--- src/rtl/ssl_result_tx.sv ---
// Serial result transmitter: frames sync + three delay indices into 8N1 bytes, LSB first.
// Optional checksum byte enabled by defining SSL_TX_CHECKSUM_EN.
module ssl_result_tx #(
   parameter int NDATA     = 128,
   parameter int NDATA_LOG = $clog2(NDATA),
   parameter int CLKDIV    = 434
) (
   input  logic                 clk,
   input  logic                 erst,
   input  logic                 strb,
   input  logic [NDATA_LOG-1:0] dIdA,
   input  logic [NDATA_LOG-1:0] dIdB,
   input  logic [NDATA_LOG-1:0] dIdC,
   output logic                 txd,
   output logic                 busy,
   output logic                 drop
);

   if (NDATA_LOG > 8) begin : g_bad_width
      $error("ssl_result_tx: NDATA_LOG must be <= 8");
   end
   if (CLKDIV < 2) begin : g_bad_div
      $error("ssl_result_tx: CLKDIV must be >= 2");
   end

`ifdef SSL_TX_CHECKSUM_EN
   localparam int NBYTES = 5;
`else
   localparam int NBYTES = 4;
`endif

   localparam int                DIV_W    = $clog2(CLKDIV);
   localparam logic [DIV_W-1:0]  DIV_LAST = DIV_W'(CLKDIV - 1);
   localparam logic [2:0]        BYTE_LAST = 3'(NBYTES - 1);
   localparam logic [7:0]        SYNC     = 8'hA5;

   typedef enum logic [1:0] {IDLE, START, DATA, STOP} state_e;

   state_e           state_q, state_d;
   logic [DIV_W-1:0] div_q, div_d;
   logic [2:0]       bit_q, bit_d;
   logic [2:0]       byte_q, byte_d;
   logic [7:0]       sh_q, sh_d;
   logic [7:0]       a_q, a_d, b_q, b_d, c_q, c_d;
   logic             txd_q, txd_d;
   logic             busy_q, busy_d;
   logic             drop_q, drop_d;
   logic             bit_end;
   logic [7:0]       nxt_byte;

   // Byte that follows the one currently indexed by byte_q.
   always_comb begin
      nxt_byte = '1;
      case (byte_q)
         3'd0:    nxt_byte = a_q;
         3'd1:    nxt_byte = b_q;
         3'd2:    nxt_byte = c_q;
`ifdef SSL_TX_CHECKSUM_EN
         3'd3:    nxt_byte = a_q ^ b_q ^ c_q;
`endif
         default: nxt_byte = '1;
      endcase
   end

   always_comb begin
      state_d = state_q;
      div_d   = div_q;
      bit_d   = bit_q;
      byte_d  = byte_q;
      sh_d    = sh_q;
      a_d     = a_q;
      b_d     = b_q;
      c_d     = c_q;
      txd_d   = txd_q;
      busy_d  = busy_q;
      drop_d  = strb & busy_q;
      bit_end = (div_q == DIV_LAST);

      if (state_q != IDLE) begin
         div_d = bit_end ? '0 : div_q + 1'b1;
      end

      case (state_q)
         IDLE: begin
            if (strb) begin
               a_d     = 8'(dIdA);
               b_d     = 8'(dIdB);
               c_d     = 8'(dIdC);
               sh_d    = SYNC;
               div_d   = '0;
               bit_d   = '0;
               byte_d  = '0;
               txd_d   = 1'b0;
               busy_d  = 1'b1;
               state_d = START;
            end
         end
         START: begin
            if (bit_end) begin
               txd_d   = sh_q[0];
               sh_d    = {1'b0, sh_q[7:1]};
               bit_d   = '0;
               state_d = DATA;
            end
         end
         DATA: begin
            if (bit_end) begin
               if (bit_q == 3'd7) begin
                  txd_d   = 1'b1;
                  state_d = STOP;
               end else begin
                  txd_d = sh_q[0];
                  sh_d  = {1'b0, sh_q[7:1]};
                  bit_d = bit_q + 3'd1;
               end
            end
         end
         STOP: begin
            if (bit_end) begin
               if (byte_q == BYTE_LAST) begin
                  busy_d  = 1'b0;
                  byte_d  = '0;
                  state_d = IDLE;
               end else begin
                  txd_d   = 1'b0;
                  sh_d    = nxt_byte;
                  byte_d  = byte_q + 3'd1;
                  state_d = START;
               end
            end
         end
         default: state_d = IDLE;
      endcase
   end

   always_ff @(posedge clk or negedge erst) begin
      if (!erst) begin
         state_q <= IDLE;
         div_q   <= '0;
         bit_q   <= '0;
         byte_q  <= '0;
         sh_q    <= '0;
         a_q     <= '0;
         b_q     <= '0;
         c_q     <= '0;
         txd_q   <= 1'b1;
         busy_q  <= 1'b0;
         drop_q  <= 1'b0;
      end else begin
         state_q <= state_d;
         div_q   <= div_d;
         bit_q   <= bit_d;
         byte_q  <= byte_d;
         sh_q    <= sh_d;
         a_q     <= a_d;
         b_q     <= b_d;
         c_q     <= c_d;
         txd_q   <= txd_d;
         busy_q  <= busy_d;
         drop_q  <= drop_d;
      end
   end

   assign txd  = txd_q;
   assign busy = busy_q;
   assign drop = drop_q;

endmodule

--- config.mk ---
export PLATFORM = sky130hd
export DESIGN_NAME = ssl_result_tx
export DESIGN_NICKNAME = d
export VERILOG_FILES = /design/src/rtl/ssl_result_tx.sv
export SDC_FILE = /design/constraint.sdc
export NUM_CORES = 1
export LEC_CHECK = 0
export ABC_AREA = 1
export ABC_CLOCK_PERIOD_IN_PS = 2100
export CORE_UTILIZATION = 30
export DETAILED_ROUTE_END_ITERATION = 10
export GPL_TIMING_DRIVEN = 1
export HOLD_SLACK_MARGIN = 0.06
export SETUP_SLACK_MARGIN = 0.02
export SYNTH_ARGS = -nofsm -noshare
export SYNTH_HDL_FRONTEND = slang
export SYNTH_SLANG_ARGS = --single-unit
--- constraint.sdc ---
create_clock -name clk -period 2.1 [get_ports clk]
set_input_delay 0.21 -clock clk [delete_from_list [all_inputs] [get_ports clk]]
set_output_delay 0.21 -clock clk [all_outputs]
set_load 0.02 [all_outputs]
; Yosys cells after proc, flatten, opt, wreduce, memory -nomap -nowiden
; Index checks and enable logic that the tools add are counted.
[classes]
n_addsub = 3
n_eq_ne = 16
muxes = 38
bitwise = 1
reduce_logical = 12
[op_table]
columns = operator, count
row1 = 2-to-1 mux 8 bit, 6
row2 = 2-to-1 mux 9 bit, 4
row3 = one-hot mux 8 bit (4 select lines), 1
row4 = one-hot mux 8 bit (3 select lines), 1
row5 = 2-to-1 mux 3 bit, 6
row6 = "inequality test 2 bit, second input constant", 8
row7 = AND reduction 5 bit, 3
row8 = 2-to-1 mux 1 bit, 10
row9 = 2-to-1 mux 2 bit, 5
row10 = "adder 9 x 1 -> 9 bit, second input constant", 1
row11 = "equality test 9 bit, second input constant", 1
row12 = one-hot mux 3 bit (3 select lines), 1
row13 = one-hot mux 2 bit (4 select lines), 1
row14 = "adder 3 x 1 -> 3 bit, second input constant", 2
row15 = "equality test 3 x 2 -> 1 bit, second input constant", 2
row16 = one-hot mux 3 bit (2 select lines), 1
row17 = AND reduction 6 bit, 1
row18 = "equality test 2 bit, second input constant", 2
row19 = one-hot mux 1 bit (4 select lines), 1
row20 = AND reduction 4 bit, 1
row21 = nonzero test 2 bit, 2
row22 = "equality test 3 x 1 -> 1 bit, second input constant", 1
row23 = "equality test 3 bit, second input constant", 1
row24 = zero test 3 bit, 1
row25 = other kinds (7), 7
[totals]
ff_bits = 49
inputBits = 24
output_inout_bits = 3
word_cells = 81

; Depth between registers and ports, before layout
; Gate-level depths: netlist of the first run.
[depth]
word_depth = 5
ltp_mapped = 10
depth_no_buf = 10

; Least setup slack after synthesis of the first run
; Ideal clock, no wire load.
[synth_timing]
path_kind = register to register
from = register state_q[0]
to = register a_q[0]
setup_ns = 0.125
arrival_time_ns = 1.483
required_time_ns = 1.975
slack_ns = 0.492
path_stages_with_launch = 7
path_buffers = 2
period_less_slack_ns = 1.608
cell_sequence = dfrtp_1 > inv_1 > ha_1 > buf_4 > nand2_1 > buf_2 > mux2_2
[synth_between]
elab_chain_cells = 2
[synth_rtl]
columns = element, line
row1 = start: declaration, 39  ; state_e state_q, state_d;
row2 = start signal: assignment, 150  ; state_q <= state_d;
row3 = zero test 2 bit, 83  ; case (state_q)
row4 = AND reduction 2 bit (no source line), -
row5 = end signal: assignment, 143  ; a_q <= '0;
row6 = end signal: assignment, 155  ; a_q <= a_d;
row7 = end: declaration, 44  ; logic [7:0] a_q, a_d, b_q, b_d, c_q, c_d;
; No other way between the ends.
; A chain may end at the register's enable or synchronous reset.

; Final worst setup path of the first run
[layout_timing]
from = register state_q[0]
to = register sh_q[0]
[layout_between]
elab_chain_cells = 3
[layout_rtl]
columns = element, line
row1 = "equality test 2 bit, or another cell as far along", 83
row2 = inequality test 2 bit (no source line), -
row3 = AND reduction 6 bit (no source line), -
row4 = end signal: assignment, 142  ; sh_q <= '0;
row5 = end signal: assignment, 154  ; sh_q <= sh_d;
row6 = end: declaration, 43  ; logic [7:0] sh_q, sh_d;
; Several ways; a longest one is shown, not always the timed one.

==> results of run 1 <==
[power by group]
group	switching (mW)	internal, mW
clock	0.319	0.268
sequential	0.227	1.31
combinational	1.08	0.794
[worst paths after layout]
path | endpoint | from | slack, ps | depth (start not counted)
setup reg to reg | sh_q[0] | state_q[0] | 260 | 9
min in group clk | txd | txd | 470 | 2
hold reg to reg | txd | txd | 470 | 2
hold / removal | b_q[0] | erst | 430 | 2
setup / recovery | sh_q[0] | state_q[0] | 260 | 9
max in group asynchronous | busy | erst | 1130 | 3
[per-layer routing]
metal	GRT usage, %	up-vias
met5	0	-
met4	4.478	0
met3	2.601	5
met2	19.77	42
met1	16.90	938
li1	-	1066
[registers in the layout, indices dropped and copies added (netlist names)]
register	cells
sh_q	8
busy	1
b_q	7
a_q	7
drop	1
bit_q	3
byte_q	3
txd	1
c_q	7
state_q	2
div_q	9
[cell families after synthesis]
kind of cell / Yosys count / share of synthesized area, %
multiplexers: 21 / 8.734
flip-flops: 49 / 45.33
adder cells (fa/ha/maj): 13 / 6.008
XOR/XNOR: 5 / 1.618
buffers and inverters: 39 / 5.730
AND/OR/NAND/NOR: 144 / 24.35
AO/OA/AOI/OAI: 39 / 8.225
[critical path, stage by stage, from the launching register on]
cell,delay [ps]
dfrtp_1,450
inv_1,120
ha_1,340
inv_2,130
nor2_4,200
inv_2,140
nand2_4,160
nor2_8,70
nand2_1,60
nand2_1,50
[per-stage QoR]
step	util, %	instance area [um^2]	worst slack [ps]	hold WS, ps
detailed placement	35.52	3098	266.7	250.8
global route	36.74	3204	38.24	458.5
CTS	36.74	3204	241.0	449.3
global placement	35.52	3098	348.3	250.7
floorplan	-	2708	492.4	-85.59
finish	36.74	3204	257.3	429.9
[cells in the mapped netlist]
library cell  count
buf_2             4
nand2_4           3
dfrtp_1          48
inv_2             3
o21ai_2           2
xor2_1            3
ha_1             13
dfstp_2           1
clkbuf_1          2
nor2_1           15
nor2_4            3
mux2_2           21
buf_4             1
o21ai_0          14
nand4_1           5
o22ai_1           4
nor2_2            1
nand2_2           2
xnor2_1           2
nor2_8            1
nor3_1            1
nand3_1          29
o21bai_1          4
a21oi_1           9
inv_1            29
nand2_1          84
o21ai_1           4
a21boi_0          2
[area by class of cell]
class | count | area (um^2)
inverters | 32 | 120.1
flip-flops and latches | 49 | 1227
fillers | 867 | 5517
repair buffers | 30 | 300.3
multi-input cells | 222 | 1325
clock inverters | 2 | 13.76
clock buffers | 6 | 82.58
well taps | 108 | 135.1
==> results.cfg, run 1 <==
[synth]
ys_warn_count = 0
synth.area.top_cells = dfrtp_1 (44%), nand2_1 (12%), mux2_2 (8.7%), ha_1 (6.0%), nand3_1 (5.4%)
syn_inst = 310
ys_seq_elements = 49
syn_area_mm2 = 0.002708
yosysSeqAreaShare_pct = 45.33
synth_area_per_cell_um2 = 8.734
syn_nets = 347
yosysUniqueCellTypes = 28
synth_area_leader_cell = dfrtp_1
synth_top_area_share_pct = 44.36

[clock_network]
clkSlewWorstSetupHoldPaths_ps = 90
cts-root-buf = clkbuf_8
cts_buffers = 5
cts_tree = built
cts_resized = 0
cts_hold_buf = 1
clock_latency_ps = 300
htreeDepth = 2
clock_sinks = 49
cts_setup_buffers = 0
clk_path_buf_depth = 2

[detailed_routing]
first_iter_violations = 53
top_layer = met4
drt-met1-wl_um = 2611
viasPerCell = 4.568
drc = 0
wl_um = 5264
wl_met3_um = 176
vias = 2051
dr_wl_met2_um = 2403
wl_per_cell_um = 11.72
dr.pass1.iters = 4
postRouteAntennaNets = 0

[layout]
finalNetCount = 377
instances_no_fill = 449
drive_above_1_share_pct = 14.37
area_delta_synth_final_pct = 18.35
layout_common_cells = nand2_1 (84), dfrtp_1 (48), inv_1 (29), nand3_1 (29), clkdlybuf4s50_1 (25)
final_common_cell = nand2_1
n_antenna_cell = 0

[timing]
drv_slew = 0
fmax_mhz = 542.7
min_period_ps = 1843
worst_slew_pin_slew_ps = 586.6
setup_tns_ps = 0
max_slew_margin_pct = 60.89
period_share_pct = 87.75
hold_viol_final = 0
rsz0062_at_grt = false
final-setup-viol-count = 0
finClkSkew_ps = 7.162

[die]
core_area_mm2 = 0.008721
dieArea_mm2 = 0.009409
io_pins = 27
fp.dieH_um = 97
num_rows = 34
die_w_um = 97
initial_utilization_pct = 31.05

[min_path]
hold_class = primary input to async pin

[power]
p_total_mw = 3.999
leakagePower_nw = 1.513
irDropWorstVdd_mv = 0.4383
powerDensity_mw_per_mm2 = 1248

[global_routing]
grt_usage_pct = 12.51
overflow = 0
grt_pass1_vias = 2080
grt_pass1_wl_um = 9597
antenna_found_initial = 0
grt_start_max_net_pins = 26

[critical_path]
cp.required_ps = 2290
path_class = flip-flop to flip-flop
crit_path_end_kind = flip-flop
critPathLaunchType = flip-flop
crit_path_max_fanout = 10
cp.arrival_ps = 2030

[placement]
placed_cells = 440
dp_hpwl_um = 4007
gp_congestion = 0.8186
portBuffers = 26

[outcome]
outcome = completed

[flow_run]
cap_viol_max_count = 0
Note: power is estimated with default switching activity, not from simulation.
==> run 2, diff against run 1 <==
Settings changed: ABC_CLOCK_PERIOD_IN_PS 2100 to 2400, SKIP_LAST_GASP from default to 1.
Clock period 2.1 ns to 2.4 ns, I/O delays scaled along.
==> results.cfg, run 2 (synthesis results as in run 1) <==
[clock_network]
cts_resized = 0
cts_buffers = 5
clk_path_buf_depth = 2
cts-root-buf = clkbuf_8
clock_latency_ps = 300
htreeDepth = 2
cts_setup_buffers = 0
cts_hold_buf = 0
clkSlewWorstSetupHoldPaths_ps = 90
clock_sinks = 49
cts_tree = built

[detailed_routing]
wl_um = 5358
postRouteAntennaNets = 0
dr.pass1.iters = 4
first_iter_violations = 81
drc = 0
viasPerCell = 4.601
vias = 2066
wl_per_cell_um = 11.93

[die]
io_pins = 27
num_rows = 34
fp.dieH_um = 97
die_w_um = 97
core_area_mm2 = 0.008721
initial_utilization_pct = 31.05
dieArea_mm2 = 0.009409

[timing]
drv_slew = 0
max_slew_margin_pct = 39.46
setup_tns_ps = 0
worst_slew_pin_slew_ps = 908.2
fmax_mhz = 544.5
min_period_ps = 1837
final-setup-viol-count = 0
period_share_pct = 76.52
hold_ws_ps = 64.11
hold_viol_final = 0
rsz0062_at_grt = false
finClkSkew_ps = 4.308

[flow_run]
cap_viol_max_count = 0

[critical_path]
crit_path_end_kind = flip-flop
max_stage_delay_ps = 450
cp.required_ps = 2590
path_class = flip-flop to flip-flop
cp_cell_sequence = inv_1 -> ha_1 -> inv_2 -> nor2_4 -> inv_2 -> nand2_4 -> nor2_8 -> nand2_1 -> nand2_1
cp.arrival_ps = 2030
r2r_slack_ps = 560
crit_path_max_fanout = 10
cp_slowest_cell = dfrtp_1
critPathLaunchType = flip-flop

[power]
irDropWorstVdd_mv = 0.4786
pwr-share-clk_pct = 17.0
seqPwrFrac_pct = 37.4
combPwrFrac_pct = 45.6
p_switching_mw = 1.418
netSwitchingFraction_pct = 39.42
p_int_mw = 2.180
leakagePower_nw = 1.516
powerDensity_mw_per_mm2 = 1121

[layout]
largest_reg_flops = 9
top_regs = div_q x9, sh_q x8
n_antenna_cell = 0
final_common_cell = nand2_1
regArea_mm2 = 0.001227
drive_above_1_share_pct = 14.37
area_delta_synth_final_pct = 18.53
top_register = div_q
fillers = 896
multi_input_area_mm2 = 0.001325
finalNetCount = 377
layout_common_cells = nand2_1 (84), dfrtp_1 (48), inv_1 (29), nand3_1 (29), clkdlybuf4s50_1 (25)

[global_routing]
overflow = 0
grt_pass1_wl_um = 9604
grt_usage_pct = 12.52
antenna_found_initial = 0
grt_start_max_net_pins = 41
grt_pass1_vias = 2128

[outcome]
outcome = completed

[placement]
dp_hpwl_um = 4033
portBuffers = 26
gp_congestion = 0.8019

[min_path]
hold_class = primary input to async pin
==> run 2: cell types whose count changed in the layout (fill, tap and decap cells not counted), sizes merged <==
cell,before,now
clkinv,2,0
buf,4,5
bufinv,0,1
clkbuf,6,7
dlygate4sd3,1,0
==> run 2: area by class of cell <==
type | instances | area share [%]
multi-input combinational | 222 | 41.29
clock buffer | 7 | 2.690
timing repair buffer | 30 | 8.889
inverter | 32 | 3.743
clock inverter | 1 | 0.9357
tap | 108 | 4.211
sequential | 49 | 38.25
==> run 2: layer usage <==
metal	wire length (um)	share of wire, %	GRT usage (%)
met1	2660	50	16.58
met2	2465	46	20.42
met3	145	2.7	2.168
met4	87	1.6	4.707
met5	0	0	0
==> run 2: critical path, delay by kind of cell (launching register included) <==
kind | cells | cell delay [ps]
AND/OR/NAND/NOR | 5 | 530
flip-flops | 1 | 450
buffers and inverters | 3 | 400
adder cells (fa/ha/maj) | 1 | 340
==> run 2: power by group through the flow <==
stage	Combinational, mW	Clock, mW	Sequential, mW
floorplan	1.31	0	1.31
global placement	1.64	0	1.35
detailed placement	1.65	0	1.36
CTS	1.66	0.632	1.35
global route	1.89	0.663	1.39
finish	1.64	0.610	1.35
==> run 2: path summary, 6_finish.rpt <==
kind                           end  depth (start not counted)  startpoint
max                        sh_q[1]                          9  state_q[0]
min                         a_q[2]                          1        erst
max reg2reg                sh_q[1]                          9  state_q[0]
min reg2reg                    txd                          2         txd
max in group asynchronous   c_q[4]                          2        erst
min in group clk               txd                          2         txd
==> run 2: stage by stage <==
| step | setup WS, ps | instance area [um^2] | utilization [%] | cells | power, mW |
|---|---|---|---|---|---|
| global route | 339.9 | 3209 | 36.80 | 449 | 3.942 |
| detailed placement | 572.0 | 3093 | 35.47 | 441 | 3.017 |
| CTS | 549.3 | 3209 | 36.80 | 449 | 3.639 |
| global placement | 649.7 | 3093 | 35.47 | 441 | 2.987 |
| finish | 563.5 | 3209 | 36.80 | 449 | 3.598 |
| floorplan | 792.4 | 2708 | - | 310 | 2.615 |
==> RTL edit 1: new RTL, settings of run 1 <==
Build with the macro `SSL_TX_CHECKSUM_EN` defined.
--- a/src/rtl/ssl_result_tx.sv
+++ b/src/rtl/ssl_result_tx.sv
@@ -1,5 +1,7 @@
 // Serial result transmitter: frames sync + three delay indices into 8N1 bytes, LSB first.
 // Optional checksum byte enabled by defining SSL_TX_CHECKSUM_EN.
+`define SSL_TX_CHECKSUM_EN
+
 module ssl_result_tx #(
    parameter int NDATA     = 128,
    parameter int NDATA_LOG = $clog2(NDATA),
Formal check against the unedited RTL: same outputs for any inputs over 10 cycles, from zero or initial values and one cycle with erst low; that may be too few to reach the edited logic, so the function may still have changed.
==> RTL edit 1 against run 1 <==
  * Sequential cell count unchanged
  * Sequential share of layout area is 2.6 points lower
  * Cell area is 7.3% higher
  * Power rose by 11%
  * Global-route usage increased by 0.74 points
  * First-iteration DRC count up 83%
  * Die area grew 6.7%
  * Routed wire length up 12%
  * Synthesized area is 6.9% higher
  * Count of clock-buffer cells in the layout unchanged
  * Worst setup slack gained 0.013 ns
  * Highest routed layer unchanged
==> RTL edit 1: results (changes against run 1) <==
* Worst-case clock skew at 0.00970 ns (+0.00254 ns)
* RePlAce Congestion at 0.783 (-4.3%)
* Area of the multi-input gates at 0.00147 mm² (+11%)
* RR Endpoint: sh_q[3]$_DFFE_PN0P_
* Global-route wire length before repair at 10,800 µm (+13%)
* Seq/total area at 35.7% (-2.6 points)
* Wire per inst at 10.9 µm (-6.9%)
* M3 GR Usage at 2.44% (-0.16 points)
* 1st-iter DRT viols at 97 (+83%)
* Int Pwr at 0.00250 W (+5.4%)
* Ranking of synthesized cells by area: dfrtp_1, nand2_1, nand3_1
* Placed wire-length estimate at 4390 µm (+9.7%)
* Crit path arrival time at 2.07 ns (+0.04 ns)
* DR vias/cell at 4.51 (-1.2%)
* Number of global-route vias before repair at 2,460 (+18%)
* Non-clk buf share at 9.17% (-0.20 points)
* #MultiIn Comb at 281 (+27%)
* Clock buf/inv share at 3.24% (+0.23 points)
* Syn_nets at 419 (+21%)
* Finished Core Util at 37.0% (+0.31 points)
* Final #Nets at 448 (+19%)
* Type of the tightest min-delay check: in -> reg
* Area Growth Syn to Fin at 18.9%
* Synth Area in Adders at 6.05% (+0.045 points)
* Share of layout cells above drive strength 1 at 9.49% (-4.9 points)
* Fin cells at 540 (+20%)
* Synth Area in Compound Gates at 11.4% (+3.2 points)
* Met2 GRT Util at 22.8% (+3.0 points)
* Pleak at 1.68 nW (+11%)
* Logic pwr share at 49.7% (+2.8 points)
* Met1 Track Usage GR at 16.7% (-0.22 points)
* Final hold slack at 0.462 ns (+0.0319 ns)
* Placed cells at 531 (+21%)
* Status: finished, final reports clean
* Largest net degree at the start of global routing at 50 (+92%)
* Overall routing resource usage at 13.2% (+0.74 points)
* Least-Margin Pin Slew at 0.623 ns (+0.0362 ns)
* Routed wl met3 at 174 µm (-1.1%)
* Netlist cell types at 32 (+14%)
* Synth top cells by count: nand2_1, dfrtp_1, inv_1, nand3_1, nor2_1
* Post-synthesis sequential area ratio at 42.4% (-2.9 points)
* Post-Synth XOR/XNOR Area at 1.21% (-0.41 points)
* Clock power share at 15.3% (+0.6 points)
* Final Power at 0.00446 W (+11%)
-- RTL edit 1: how the worst max path moves through the flow --
stage | startpoint | endpoint | slack (ns) | cells past startpoint
final | state_q[0]$_DFFE_PN0P_ | sh_q[3]$_DFFE_PN0P_ | 0.27 | 9
after global routing | state_q[0]$_DFFE_PN0P_ | sh_q[3]$_DFFE_PN0P_ | 0.11 | 9
after CTS | state_q[0]$_DFFE_PN0P_ | sh_q[3]$_DFFE_PN0P_ | 0.24 | 9
after detailed placement | state_q[0]$_DFFE_PN0P_ | sh_q[3]$_DFFE_PN0P_ | 0.28 | 9
after global placement | state_q[0]$_DFFE_PN0P_ | sh_q[3]$_DFFE_PN0P_ | 0.29 | 9
after floorplan | byte_q[2]$_DFFE_PN0P_ | sh_q[1]$_DFFE_PN0P_ | 0.37 | 13
-- RTL edit 1: worst max-delay path, delay by kind of cell (launching register included) --
kind,cells,cell delay [ns]
adder cells (fa/ha/maj),1,0.26
buffers and inverters,3,0.48
AND/OR/NAND/NOR,5,0.60
flip-flops,1,0.44
==> RTL edit 2: new RTL, config.mk and constraints of run 1 <==
Made on the original files. The output `drop` loses its register stage (`drop_q` becomes a continuous assignment).
--- a/src/rtl/ssl_result_tx.sv
+++ b/src/rtl/ssl_result_tx.sv
@@ -145,7 +145,6 @@
          c_q     <= '0;
          txd_q   <= 1'b1;
          busy_q  <= 1'b0;
-         drop_q  <= 1'b0;
       end else begin
          state_q <= state_d;
          div_q   <= div_d;
@@ -157,9 +156,10 @@
          c_q     <= c_d;
          txd_q   <= txd_d;
          busy_q  <= busy_d;
-         drop_q  <= drop_d;
       end
    end
+
+   assign drop_q = drop_d;
 
    assign txd  = txd_q;
    assign busy = busy_q;
Function: changed (a bounded check fails within 4 cycles, from zero or initial values and one cycle with erst low).
==> RTL edit 2 against run 1 <==
  * Highest routed layer unchanged
  * Sequential cell count decreased by 1
  * Critical path type unchanged
  * Power is 4.1% higher
  * Clock skew rose by 0.0044 ns
  * Synthesized area fell by 0.65%
  * Global-route usage fell by 0.33 points
  * Routed wire length rose by 2.1%
  * Synthesized cell count unchanged
  * Worst setup slack lost 0.030 ns
  * Cell area is essentially flat
  * The flow now finishes with violations (DRC)
  * Die area decreased by 0.63%
==> RTL edit 2: results (changes against run 1) <==
* Status: finished with violations
* Failing checks: DRC
* Number of global-route vias before repair at 2,068 (-0.58%)
* Least-Margin Pin Slew at 0.559 ns (-0.0274 ns)
* Final #Nets at 375 (-0.53%)
* 1st-iter DRT viols at 79 (+49%)
* Overall routing resource usage at 12.2% (-0.33 points)
* Placed cells at 439 (-0.23%)
* Number of remaining DRC errors at 1 (+1)
* First-pass DRT Iterations at 7 (+3)
* Largest net degree at the start of global routing at 28 (+7.7%)
* VDD IR max at 0.000545 V (+24%)
* Worst-case clock skew at 0.0116 ns (+0.00443 ns)
* CP Max Fanout at 7 (-3)
* Placed wire-length estimate at 4030 µm (+0.63%)
* Final wirelength at 5380 µm (+2.1%)
* Ranking of synthesized cells by area: dfrtp_1, nand2_1, mux2_2
* Syn_nets at 346 (-0.29%)
* Netlist cell types at 30 (+7.1%)
* DR vias/cell at 4.59 (+0.47%)
* Crit path arrival time at 2.06 ns (+0.03 ns)
* RePlAce Congestion at 0.804 (-1.8%)
* Pleak at 1.52 nW (+0.32%)
* Fill cells at 886 (+2.2%)
* Post-synthesis sequential area ratio at 44.7% (-0.64 points)
* Wire per inst at 12.0 µm (+2.3%)
RTL edit 2: changes by cell type in the layout (fill, tap and decap cells not counted), moves of 2 or more:
cell	delta
o21ai_1	+5
nand4_1	-4
nand2_1	-3
nand3_1	-3
a21boi_0	-2
a21oi_1	+2
inv_1	+2
inv_2	-2
nor2_1	+2
nor2_2	+2
nor2_4	-2
RTL edit 2: cells by family after synthesis:
| family | Yosys count | synth area share [%] |
|---|---|---|
| AOI/OAI and AO/OA | 44 | 8.88 |
| xor gates and xnor gates | 5 | 1.63 |
| adders and majority gates | 12 | 5.58 |
| buffers and inverters | 42 | 6.98 |
| DFF | 48 | 44.7 |
| muxes | 21 | 8.79 |
| and+or+nand+nor | 138 | 23.4 |
RTL edit 2: through the flow:
stage	setup WS [ns]	instance area, µm²	utilization, %
floorplan	0.509	2690	-
global placement	0.308	3070	35.3
detailed placement	0.243	3070	35.3
CTS	0.218	3210	36.8
global route	0.0419	3210	36.8
finish	0.228	3210	36.8
RTL edit 2: cell type report:
| type | instances | area [µm²] | share of cell area, % |
|---|---|---|---|
| sequential | 48 | 1200 | 37.5 |
| timing repair buffer | 31 | 320 | 9.99 |
| clock buffer | 6 | 82.6 | 2.58 |
| tap | 108 | 135 | 4.22 |
| inverter | 33 | 126 | 3.94 |
| clock inverter | 2 | 38.8 | 1.21 |
| multi-input combinational | 220 | 1300 | 40.6 |
RTL edit 2: path summary, 6_finish.rpt:
kind                                     endpoint  depth (start not counted)  slack (ns)                    from
min in group clk              sh_q[0]$_DFFE_PN0P_                          2        0.49     sh_q[0]$_DFFE_PN0P_
hold / removal                 a_q[5]$_DFFE_PN0P_                          2        0.42                    erst
max in group asynchronous   byte_q[2]$_DFFE_PN0P_                          3        1.13                    erst
setup reg to reg           state_q[1]$_DFFE_PN0P_                          9        0.23  state_q[0]$_DFFE_PN0P_
setup / recovery           state_q[1]$_DFFE_PN0P_                          9        0.23  state_q[0]$_DFFE_PN0P_
hold reg to reg               sh_q[0]$_DFFE_PN0P_                          2        0.49     sh_q[0]$_DFFE_PN0P_
RTL edit 2: metal layers:
metal	vias up	wire, µm	share of wire (%)	GRT usage (%)
met3	4	180	3.3	2.38
met5	-	0	0	0
met4	0	39	0.73	3.79
li1	1058	-	-	-
met2	37	2490	46	19.8
met1	957	2670	50	16.3
RTL edit 2: power by group:
part           switching [W]  internal [W]
combinational        0.00111      0.000829
sequential          0.000219       0.00128
clock               0.000331      0.000390
total                0.00166       0.00250
